===== src/rtl/if_id_skid_stage.sv =====
// IF/ID pipeline stage: valid/ready handshake over a two-entry (main + skid) buffer, with flush
// and a saturating stall counter. in_ready is registered, so no combinational input-to-output paths.
module if_id_skid_stage #(
  parameter int                DATA_W = 32,
  parameter int                PC_W   = 32,
  parameter logic [DATA_W-1:0] BUBBLE = '0,
  parameter int                CNT_W  = 16
) (
  input  logic              clk,
  input  logic              rst,
  input  logic              flush,
  input  logic              in_valid,
  output logic              in_ready,
  input  logic [DATA_W-1:0] in_inst,
  input  logic [PC_W-1:0]   in_pc,
  output logic              out_valid,
  input  logic              out_ready,
  output logic [DATA_W-1:0] out_inst,
  output logic [PC_W-1:0]   out_pc,
  output logic [CNT_W-1:0]  stall_cnt
);

  typedef enum logic [1:0] {
    EMPTY = 2'd0,
    ONE   = 2'd1,
    FULL  = 2'd2
  } state_e;

  state_e              state_q, state_d;
  logic [DATA_W-1:0]   main_inst_q, main_inst_d;
  logic [PC_W-1:0]     main_pc_q, main_pc_d;
  logic [DATA_W-1:0]   skid_inst_q, skid_inst_d;
  logic [PC_W-1:0]     skid_pc_q, skid_pc_d;
  logic                in_ready_q, in_ready_d;
  logic [CNT_W-1:0]    stall_cnt_q, stall_cnt_d;
  logic                accept;
  logic                pop;

  assign out_valid = (state_q != EMPTY);
  assign accept    = in_valid & in_ready_q;
  assign pop       = out_valid & out_ready;

  always_comb begin
    state_d     = state_q;
    main_inst_d = main_inst_q;
    main_pc_d   = main_pc_q;
    skid_inst_d = skid_inst_q;
    skid_pc_d   = skid_pc_q;
    if (flush) begin
      state_d = EMPTY;
    end else begin
      case (state_q)
        EMPTY: begin
          if (accept) begin
            main_inst_d = in_inst;
            main_pc_d   = in_pc;
            state_d     = ONE;
          end
        end
        ONE: begin
          if (accept && pop) begin
            main_inst_d = in_inst;
            main_pc_d   = in_pc;
          end else if (accept) begin
            skid_inst_d = in_inst;
            skid_pc_d   = in_pc;
            state_d     = FULL;
          end else if (pop) begin
            state_d = EMPTY;
          end
        end
        FULL: begin
          // in_ready is low here, so only a pop can move the state
          if (pop) begin
            main_inst_d = skid_inst_q;
            main_pc_d   = skid_pc_q;
            state_d     = ONE;
          end
        end
        default: state_d = EMPTY;
      endcase
    end
  end

  always_comb begin
    in_ready_d  = (state_d != FULL);
    stall_cnt_d = stall_cnt_q;
    if (out_valid && !out_ready && (stall_cnt_q != {CNT_W{1'b1}})) begin
      stall_cnt_d = stall_cnt_q + CNT_W'(1);
    end
  end

  always_ff @(posedge clk) begin
    if (!rst) begin
      state_q     <= EMPTY;
      main_inst_q <= BUBBLE;
      main_pc_q   <= '0;
      skid_inst_q <= BUBBLE;
      skid_pc_q   <= '0;
      in_ready_q  <= 1'b1;
      stall_cnt_q <= '0;
    end else begin
      state_q     <= state_d;
      main_inst_q <= main_inst_d;
      main_pc_q   <= main_pc_d;
      skid_inst_q <= skid_inst_d;
      skid_pc_q   <= skid_pc_d;
      in_ready_q  <= in_ready_d;
      stall_cnt_q <= stall_cnt_d;
    end
  end

  // Invalid main entry is masked so stale data never reaches decode
  assign out_inst  = out_valid ? main_inst_q : BUBBLE;
  assign out_pc    = out_valid ? main_pc_q : '0;
  assign in_ready  = in_ready_q;
  assign stall_cnt = stall_cnt_q;

endmodule


===== config.mk =====
export PLATFORM = sky130hd
export DESIGN_NAME = if_id_skid_stage
export DESIGN_NICKNAME = d
export VERILOG_FILES = /design/src/rtl/if_id_skid_stage.sv
export SDC_FILE = /design/constraint.sdc
export NUM_CORES = 1
export LEC_CHECK = 0
export BUFFER_PORTS_ARGS = -buffer_cell sky130_fd_sc_hd__buf_2
export CORE_MARGIN = 1.5
export CORE_UTILIZATION = 51
export CTS_BUF_LIST = sky130_fd_sc_hd__clkbuf_8
export CTS_CLUSTER_SIZE = 40
export DETAILED_ROUTE_END_ITERATION = 10
export PLACE_DENSITY = 0.88
export SLEW_MARGIN = 0
export SYNTH_ARGS = -nofsm -noshare
export SYNTH_HDL_FRONTEND = slang
export SYNTH_SLANG_ARGS = --single-unit
export TNS_END_PERCENT = 20

===== constraint.sdc =====
create_clock -name clk -period 1.9 [get_ports clk]
set_clock_uncertainty 0.05 [all_clocks]
set_input_delay 0.095 -clock clk [delete_from_list [all_inputs] [get_ports clk]]
set_output_delay 0.095 -clock clk [all_outputs]
set_load 0.005 [all_outputs]

==> results of run 1 <==
==> cell families after synthesis <==
family / after synthesis / synth area share, %
multiplexers: 2 / 0.295
XOR/XNOR: 1 / 0.129
adder cells (fa/ha/maj): 1 / 0.184
flip-flops: 147 / 43.4
buffers and inverters: 85 / 5.04
AO/OA/AOI/OAI: 290 / 25.6
AND/OR/NAND/NOR: 376 / 25.3
==> final cells by class <==
cell class	instances	area, sq um	area share [%]
antenna	2	5.00	0.0553
clock buffer	18	248	2.74
clock inverter	14	234	2.58
inverter	5	21.3	0.235
multi-input combinational	670	3540	39.1
sequential	147	2950	32.6
tap	172	215	2.38
timing repair buffer	251	1840	20.3
==> power breakdown <==
part           internal (mW)  switching, mW
registers               3.16         0.0385
clock network           1.73           1.22
logic                  0.322          0.368
==> per-stage QoR <==
step | total power [mW] | instance area [sq um] | std cells | hold slack, ns
CTS | 6.80 | 8960 | 1274 | 0.0890
floorplan | 3.57 | 6790 | 902 | 0.152
global route | 7.08 | 9050 | 1278 | 0.168
detailed placement | 3.80 | 7810 | 1176 | 0.303
global placement | 3.78 | 7810 | 1176 | 0.299
finish | 6.84 | 9050 | 1279 | 0.0993
==> Yosys cell counts <==
library cell,instances,area share (%)
nand2_1,266,15
dfxtp_1,147,43
a21oi_1,141,10
o21ai_0,69,5.1
and2_1,65,6.0
a211o_1,64,8.3
clkbuf_1,63,3.5
buf_2,12,0.89
o31ai_1,8,0.89
nand4_1,6,0.55
or3_1,5,0.46
or4_1,5,0.55
buf_1,4,0.22
inv_1,4,0.22
nand3_1,4,0.30
and3_1,3,0.28
nand2b_1,3,0.28
or4_2,3,0.39
a211oi_1,2,0.22
mux2i_1,2,0.30
nand3b_1,2,0.22
nor2_1,2,0.11
nor4_1,2,0.18
o21bai_1,2,0.22
or2b_2,2,0.26
a211o_2,1,0.15
a22oi_1,1,0.11
a2bb2oi_1,1,0.13
and2b_2,1,0.13
and3b_2,1,0.15
buf_6,1,0.17
ha_1,1,0.18
inv_2,1,0.055
nor3_1,1,0.074
nor3_2,1,0.15
nor4_2,1,0.18
o21ba_2,1,0.15
or2_2,1,0.092
or3_2,1,0.11
or4_4,1,0.17
xnor2_1,1,0.13
==> path summary, 6_finish.rpt <==
kind | startpoint | to | slack (ns) | cells past startpoint
worst min-delay path | in_valid | state_q[0] | 0.1 | 5
worst min register to register | skid_inst_q[18] | skid_inst_q[18] | 0.41 | 2
worst max-delay path | state_q[0] | main_pc_q[9] | 0.05 | 7
worst max register to register | state_q[0] | main_pc_q[9] | 0.05 | 7
==> state kept, by name (all words and copies together), names as in the netlist <==
name / cells
skid_pc_q: 32
in_ready: 1
stall_cnt: 16
state_q: 2
main_pc_q: 32
main_inst_q: 32
skid_inst_q: 32
==> routing by layer <==
| metal | global-route usage (%) | share of wire, % | up-vias | wire (microns) |
|---|---|---|---|---|
| met1 | 33.6 | 40 | 3482 | 8350 |
| met5 | 0 | 0 | - | 0 |
| met2 | 48.3 | 50 | 356 | 10500 |
| met4 | 13.9 | 3.5 | 0 | 732 |
| li1 | - | - | 3465 | - |
| met3 | 7.00 | 6.7 | 75 | 1410 |
==> repair_timing <==
item | 4_1_cts | 5_1_grt
endpoints found under the setup margin | 8 | 93
cloned | 0 | 2
endpoints found under the hold margin | 132 | 0
setup buffers | 0 | 1
hold buffers | 66 | 0
pin swaps | 0 | 4
gates resized for setup | 2 | 11
==> worst min-delay path, cell delays in order <==
cell	delay, ns
buf_2	0.11
nand2_1	0.08
xnor2_1	0.07
a2bb2oi_1	0.13
nor2_1	0.08
==> impl_metrics.ini, run 1 <==
[timing]
fin_setup_tns_ns = 0
setup_ws_ns = 0.0509
period_minus_slack_ns = 1.85
slew_headroom_pct = 63.3
fmax_mhz = 541
worst_pin_slew_ns = 0.549
rsz0062_at_grt = true
drv_slew = 0
hold_viol_final = 0
setup_viol = 0
fin_crit_sh_pct = 97.3

[clock_network]
cts.sinks = 147
cts_buffer_depth = 2
clk_pin_slew_ns = 0.09
cts-root-buf = clkbuf_8
clock_latency_ns = 0.46
numCtsBuffers = 17
htree_num_levels = 4
tritoncts = done

[finish]
fillers = 939
layout_common_cells = nand2_1 (266), buf_2 (149), dfxtp_1 (144)
final_core_util_pct = 70.9
layout-drive-gt1-share_pct = 21.7
layout_commonest_cell = nand2_1
synthToLayoutAreaGrowth_pct = 33.5
fin_nets = 1162

[routing]
routedWlPerCell_microns = 16.4
wirelength_mm = 20.9
avgViaCountPerCell = 5.77
drtPass1Iterations = 7
drt-initial-drc-count = 934
vias = 7378
ant_nets = 0
drc = 0

[grt]
overflow = 0
track_usage_pct = 28.5
grt_pass1_vias = 6839
grt_pass1_wl_mm = 32.7
grt_antenna_before_repair = 1
grt_max_degree = 106

[critical_path]
crit_top_cell = buf_6
cp_cell_sequence = or2b_2 > buf_4 > a22oi_2 > buf_6 > buf_6 > a211o_1 > a21oi_1
start_kind = register
path_class = reg -> reg
cpPeakStageDelay_ns = 0.37
crit_buf_inv = 3
worstPathRequired_ns = 2.20
critPathTopFamily = buffers and inverters
path_max_fanout = 37
arrival_ns = 2.14
endpoint_kind = register
slowest_stage = dfxtp_4

[die]
start_util_pct = 53.1
core-area_sq_um = 12800
ios = 151
fp.dieW_microns = 118
die_area_sq_um = 14000
die_height_microns = 118
std_cell_rows = 41

[placed_design]
routabilityCongestion = 0.909
port_buffers = 150
place_ws_ns = 0.00732
hpwlAfterDp_mm = 11.0

[yosys]
ys_types = 41
synth_area_sq_um = 6780
synth_warnings = 0
synth_fp_nets = 972
synth_seq_cells = 147
ys_seq_area_share_pct = 43.4
avgSynthCellArea_sq_um = 7.52
synth_cells = 902

[power_and_ir_drop]
leakage_nw = 3.68
peakVddDrop_mv = 0.541
power_density_nw_per_um2 = 755

[run]
cap_viol_max_count = 0

[worst_hold_path]
hp-class = in -> reg

[outcome]
status = completed
(Power assumes the default switching activity.)
==> run 2, diff against run 1 <==
Settings changed: CTS_CLUSTER_SIZE 40 to not set, GPL_TIMING_DRIVEN set to 0.
==> impl_metrics.ini, run 2 (synthesis results as in run 1) <==
[outcome]
status = complete, but fails checks
failed_checks = negative setup slack

[worst_hold_path]
hold_depth = 5
min-delay-start = in_valid
hp-class = in -> reg
hold_end = state_q[0]

[critical_path]
crit_buf_inv = 3
path_class = in -> reg
reg2regPathDepth = 5
cp_cell_sequence = dlygate4sd3_1 > buf_2 > o21bai_1 > buf_6 > or4_4 > or4_1 > a21oi_1
endpoint_kind = register
cpPeakStageDelay_ns = 0.56
r2r_start = stall_cnt[0]
rr_endpoint = stall_cnt[12]
path_max_fanout = 10
critPathTopFamily = simple AND/OR/NAND/NOR gates
start_kind = input port
worstPathRequired_ns = 2.24
arrival_ns = 2.25
slowest_stage = dlygate4sd3_1
r2r_slack_ns = 0.02

[run]
cap_viol_max_count = 0

[grt]
track_usage_pct = 30.2
grt_antenna_before_repair = 0
grt_pass1_wl_mm = 34.5
grt_pass1_vias = 7113
grt_max_degree = 17
overflow = 0

[die]
std_cell_rows = 41
core-area_sq_um = 12800
die_height_microns = 118
fp.dieW_microns = 118
ios = 151
start_util_pct = 53.1
die_area_sq_um = 14000

[placed_design]
port_buffers = 150
hpwlAfterDp_mm = 13.4
placed_cells = 1224
routabilityCongestion = 0.865

[timing]
drv_slew = 0
fin_setup_tns_ns = -0.00345
setup_viol = 1
rsz0062_at_grt = true
fin_crit_sh_pct = 100
period_minus_slack_ns = 1.90
fmax_mhz = 525
hold_viol_final = 0
whs_ns = 0.0989
setup_ws_ns = -0.00345
slew_headroom_pct = 54.6
worst_pin_slew_ns = 0.680

[finish]
seq_area_sq_um = 2960
layout-drive-gt1-share_pct = 23.2
layout_commonest_cell = nand2_1
fin_nets = 1213
multi_input_area_sq_um = 3560
layout_common_cells = nand2_1 (265), buf_2 (160), a21oi_1 (139)
fillers = 939
fin_cells = 1328
synthToLayoutAreaGrowth_pct = 33.7
n_antenna_cell = 0

[power_and_ir_drop]
clkPwrFrac_pct = 40.0
pwr-share-seq_pct = 49.2
switching_share_pct = 25.5
leakage_nw = 3.73
intPower_mw = 4.83
combinationalPowerShare_pct = 10.8
power_density_nw_per_um2 = 715
power_switching_mw = 1.65
peakVddDrop_mv = 0.576

[routing]
avgViaCountPerCell = 5.65
drt-initial-drc-count = 913
routedWlPerCell_microns = 16.2
wirelength_mm = 21.5
drtPass1Iterations = 5
ant_nets = 0
vias = 7507
drc = 0

[clock_network]
numCtsBuffers = 17
htree_num_levels = 4
cts.sinks = 147
clk_pin_slew_ns = 0.08
cts-root-buf = clkbuf_8
cts_buffer_depth = 2
tritoncts = done
clock_latency_ns = 0.47
[run 2: through the flow]
step | power (mW) | setup slack, ns | util, % | instance area (sq um)
detailed placement | 3.80 | -0.258 | 60.7 | 7750
global placement | 3.79 | -0.217 | 60.7 | 7750
global route | 6.69 | -0.0346 | 71.0 | 9070
finish | 6.48 | -0.00345 | 71.0 | 9070
CTS | 6.46 | 0.000984 | 70.1 | 8950
floorplan | 3.57 | 0.0130 | - | 6790
[run 2: area by class of cell]
| type | instances | area share [%] |
|---|---|---|
| plain buffers | 77 | 4.55 |
| repair buffers | 225 | 16.3 |
| inverters | 5 | 0.207 |
| clock inverters | 13 | 1.75 |
| clock buffers | 19 | 2.88 |
| multi-input cells | 670 | 39.3 |
| flip-flops and latches | 147 | 32.7 |
| well taps | 172 | 2.37 |
[run 2: repair_timing]
item                                   CTS  global route
endpoints found under the hold margin  132             0
hold buffers                            66             0
buffers inserted                         0             8
setup endpoints to repair              193           174
gates resized for setup                 47            44
pin swaps                                2             7
gates cloned                             0             1
[run 2: per-layer routing]
metal / vias up / wire [microns] / track usage, %
met1: 3482 / 9140 / 38.3
met5: - / 0 / 0
met4: 0 / 826 / 15.2
li1: 3564 / - / -
met3: 86 / 1510 / 5.89
met2: 375 / 9970 / 48.8
[run 2: power by group through the flow]
stage          combinational (mW)  sequential [mW]  clock, mW
2_1_floorplan               0.315             3.25          0
3_3_place_gp                0.529             3.26          0
3_5_place_dp                0.536             3.26          0
4_1_cts                     0.666             3.19       2.60
5_1_grt                     0.759             3.20       2.73
6_report                    0.701             3.19       2.59
[run 2: worst max-delay path by stage]
stage | startpoint | to | slack (ns) | cells past startpoint
floorplan | stall_cnt[1] | stall_cnt[14] | 0.01 | 6
global placement | flush | main_pc_q[5] | -0.22 | 6
detailed placement | state_q[0] | main_inst_q[10] | -0.26 | 6
CTS | state_q[0] | main_inst_q[1] | 0.001 | 6
global route | state_q[0] | out_inst[20] | -0.03 | 5
finish | out_ready | stall_cnt[13] | -0.003 | 7
[run 2: tightest hold or removal path, stage by stage]
cell,delay (ns)
buf_2,0.11
nand2_1,0.08
xnor2_1,0.07
a2bb2oi_1,0.13
nor2_1,0.09
==> run 3, diff against run 2 <==
Settings changed: CORE_MARGIN 1.5 to 10, CTS_BUF_LIST sky130_fd_sc_hd__clkbuf_8 to sky130_fd_sc_hd__clkbuf_4.
==> impl_metrics.ini, run 3 (synthesis results as in run 1) <==
[die]
core-area_sq_um = 13100
die_area_sq_um = 18300
start_util_pct = 51.6
die_height_microns = 135
ios = 151
fp.dieW_microns = 135
std_cell_rows = 42

[placed_design]
hpwlAfterDp_mm = 14.9
routabilityCongestion = 0.829
place_ws_ns = -0.260
port_buffers = 150

[timing]
fin_crit_sh_pct = 104
setup_ws_ns = -0.0785
hold_viol_final = 0
worst_pin_slew_ns = 0.708
slew_headroom_pct = 52.8
rsz0062_at_grt = true
fmax_mhz = 505
fin_setup_tns_ns = -2.14
drv_slew = 0
period_minus_slack_ns = 1.98
setup_viol = 57
whs_ns = 0.164

[grt]
grt_max_degree = 17
grt_antenna_before_repair = 1
overflow = 0
grt_pass1_wl_mm = 35.9
grt_pass1_vias = 7219
track_usage_pct = 23.7

[critical_path]
arrival_ns = 1.83
cpPeakStageDelay_ns = 0.36
critPathTopFamily = buffers and inverters
path_class = reg -> out
crit_buf_inv = 3
cp_cell_sequence = or2_4 > clkbuf_16 > clkbuf_8 > and2_1 > buf_2
r2r_slack_ns = -0.04
rr_endpoint = stall_cnt[10]
reg2regPathDepth = 5
worstPathRequired_ns = 1.75
slowest_stage = dfxtp_2
endpoint_kind = output port
path_max_fanout = 10
start_kind = register
r2r_start = stall_cnt[3]

[power_and_ir_drop]
clkPwrFrac_pct = 35.3
p_total_mw = 6.06
leakage_nw = 3.71
switching_share_pct = 25.4
peakVddDrop_mv = 0.400
pwr-share-seq_pct = 52.7
intPower_mw = 4.52
combinationalPowerShare_pct = 12.0
power_density_nw_per_um2 = 664
power_switching_mw = 1.54

[routing]
vias = 7426
ant_nets = 0
avgViaCountPerCell = 5.57
routedWlPerCell_microns = 16.9
drc = 0
drtPass1Iterations = 6
drt-initial-drc-count = 757
wirelength_mm = 22.5

[finish]
synthToLayoutAreaGrowth_pct = 34.4
fin_nets = 1216
layout_commonest_cell = nand2_1
layout-drive-gt1-share_pct = 23.5
layout_common_cells = nand2_1 (266), buf_2 (159), a21oi_1 (139), dfxtp_1 (139), o21ai_0 (69)
fillers = 1056

[clock_network]
clock_latency_ns = 0.57
cts_buffer_depth = 2
cts-root-buf = clkbuf_4
clk_pin_slew_ns = 0.13
htree_num_levels = 4
cts.sinks = 147
numCtsBuffers = 17
tritoncts = done

[worst_hold_path]
hp-class = in -> reg
hold_depth = 4
min-delay-start = flush
hold_end = main_inst_q[6]

[outcome]
failed_checks = negative setup slack
status = complete, but fails checks

[run]
cap_viol_max_count = 0
-- run 3: worst register-to-register path: stages, from the launching register on --
cell and delay [ns]:
dfxtp_1 0.44, nand3_2 0.16, or3_1 0.38, buf_2 0.19, or4_1 0.51, a21oi_1 0.15
-- run 3: power by group through the flow --
stage	Clock, mW	Sequential (mW)	Combinational [mW]
6_report	2.14	3.19	0.726
5_1_grt	2.27	3.20	0.790
4_1_cts	2.14	3.19	0.685
3_5_place_dp	0	3.26	0.540
3_3_place_gp	0	3.26	0.530
2_1_floorplan	0	3.25	0.315
-- run 3: layout make-up --
type | instances | area, sq um | share of cell area (%)
buffer | 79 | 484 | 5.31
clock inverter | 12 | 165 | 1.81
sequential | 147 | 2960 | 32.5
antenna | 1 | 2.50 | 0.0275
inverter | 5 | 18.8 | 0.206
tap | 176 | 220 | 2.42
timing repair buffer | 226 | 1560 | 17.1
multi-input combinational | 670 | 3570 | 39.2
clock buffer | 18 | 135 | 1.48
-- run 3: per-layer routing --
layer | up-vias | wire (microns) | GRT usage (%)
li1 | 3580 | - | -
met2 | 322 | 11100 | 40.7
met1 | 3481 | 9130 | 28.2
met3 | 43 | 1790 | 5.75
met4 | 0 | 454 | 8.25
met5 | - | 0 | 0
-- run 3: how the worst max path moves through the flow --
stage                     cells after the start  slack, ns          from            end
final                                         5      -0.08    state_q[0]   out_inst[20]
after global routing                          6      -0.13  stall_cnt[0]  stall_cnt[10]
after CTS                                     5      -0.07    state_q[0]      out_pc[0]
after detailed placement                      6      -0.26    state_q[1]   main_pc_q[7]
after global placement                        6      -0.24         flush   main_pc_q[7]
after floorplan                               6       0.01  stall_cnt[1]  stall_cnt[14]
-- run 3: timing repair --
| item | 4_1_cts | 5_1_grt |
|---|---|---|
| hold buffers | 67 | 0 |
| buffers inserted | 5 | 3 |
| endpoints found under the hold margin | 134 | 0 |
| cloned | 0 | 1 |
| pin swaps | 3 | 9 |
| resized for setup | 62 | 68 |
| setup endpoints to repair | 196 | 190 |
-- run 3: metrics by stage --
stage / std cells / instance area (sq um) / util [%]
final: 1334 / 9110 / 69.4
after global routing: 1334 / 9110 / 69.4
after CTS: 1329 / 8920 / 67.9
after detailed placement: 1228 / 7760 / 59.0
after global placement: 1228 / 7760 / 59.0
after floorplan: 902 / 6790 / -
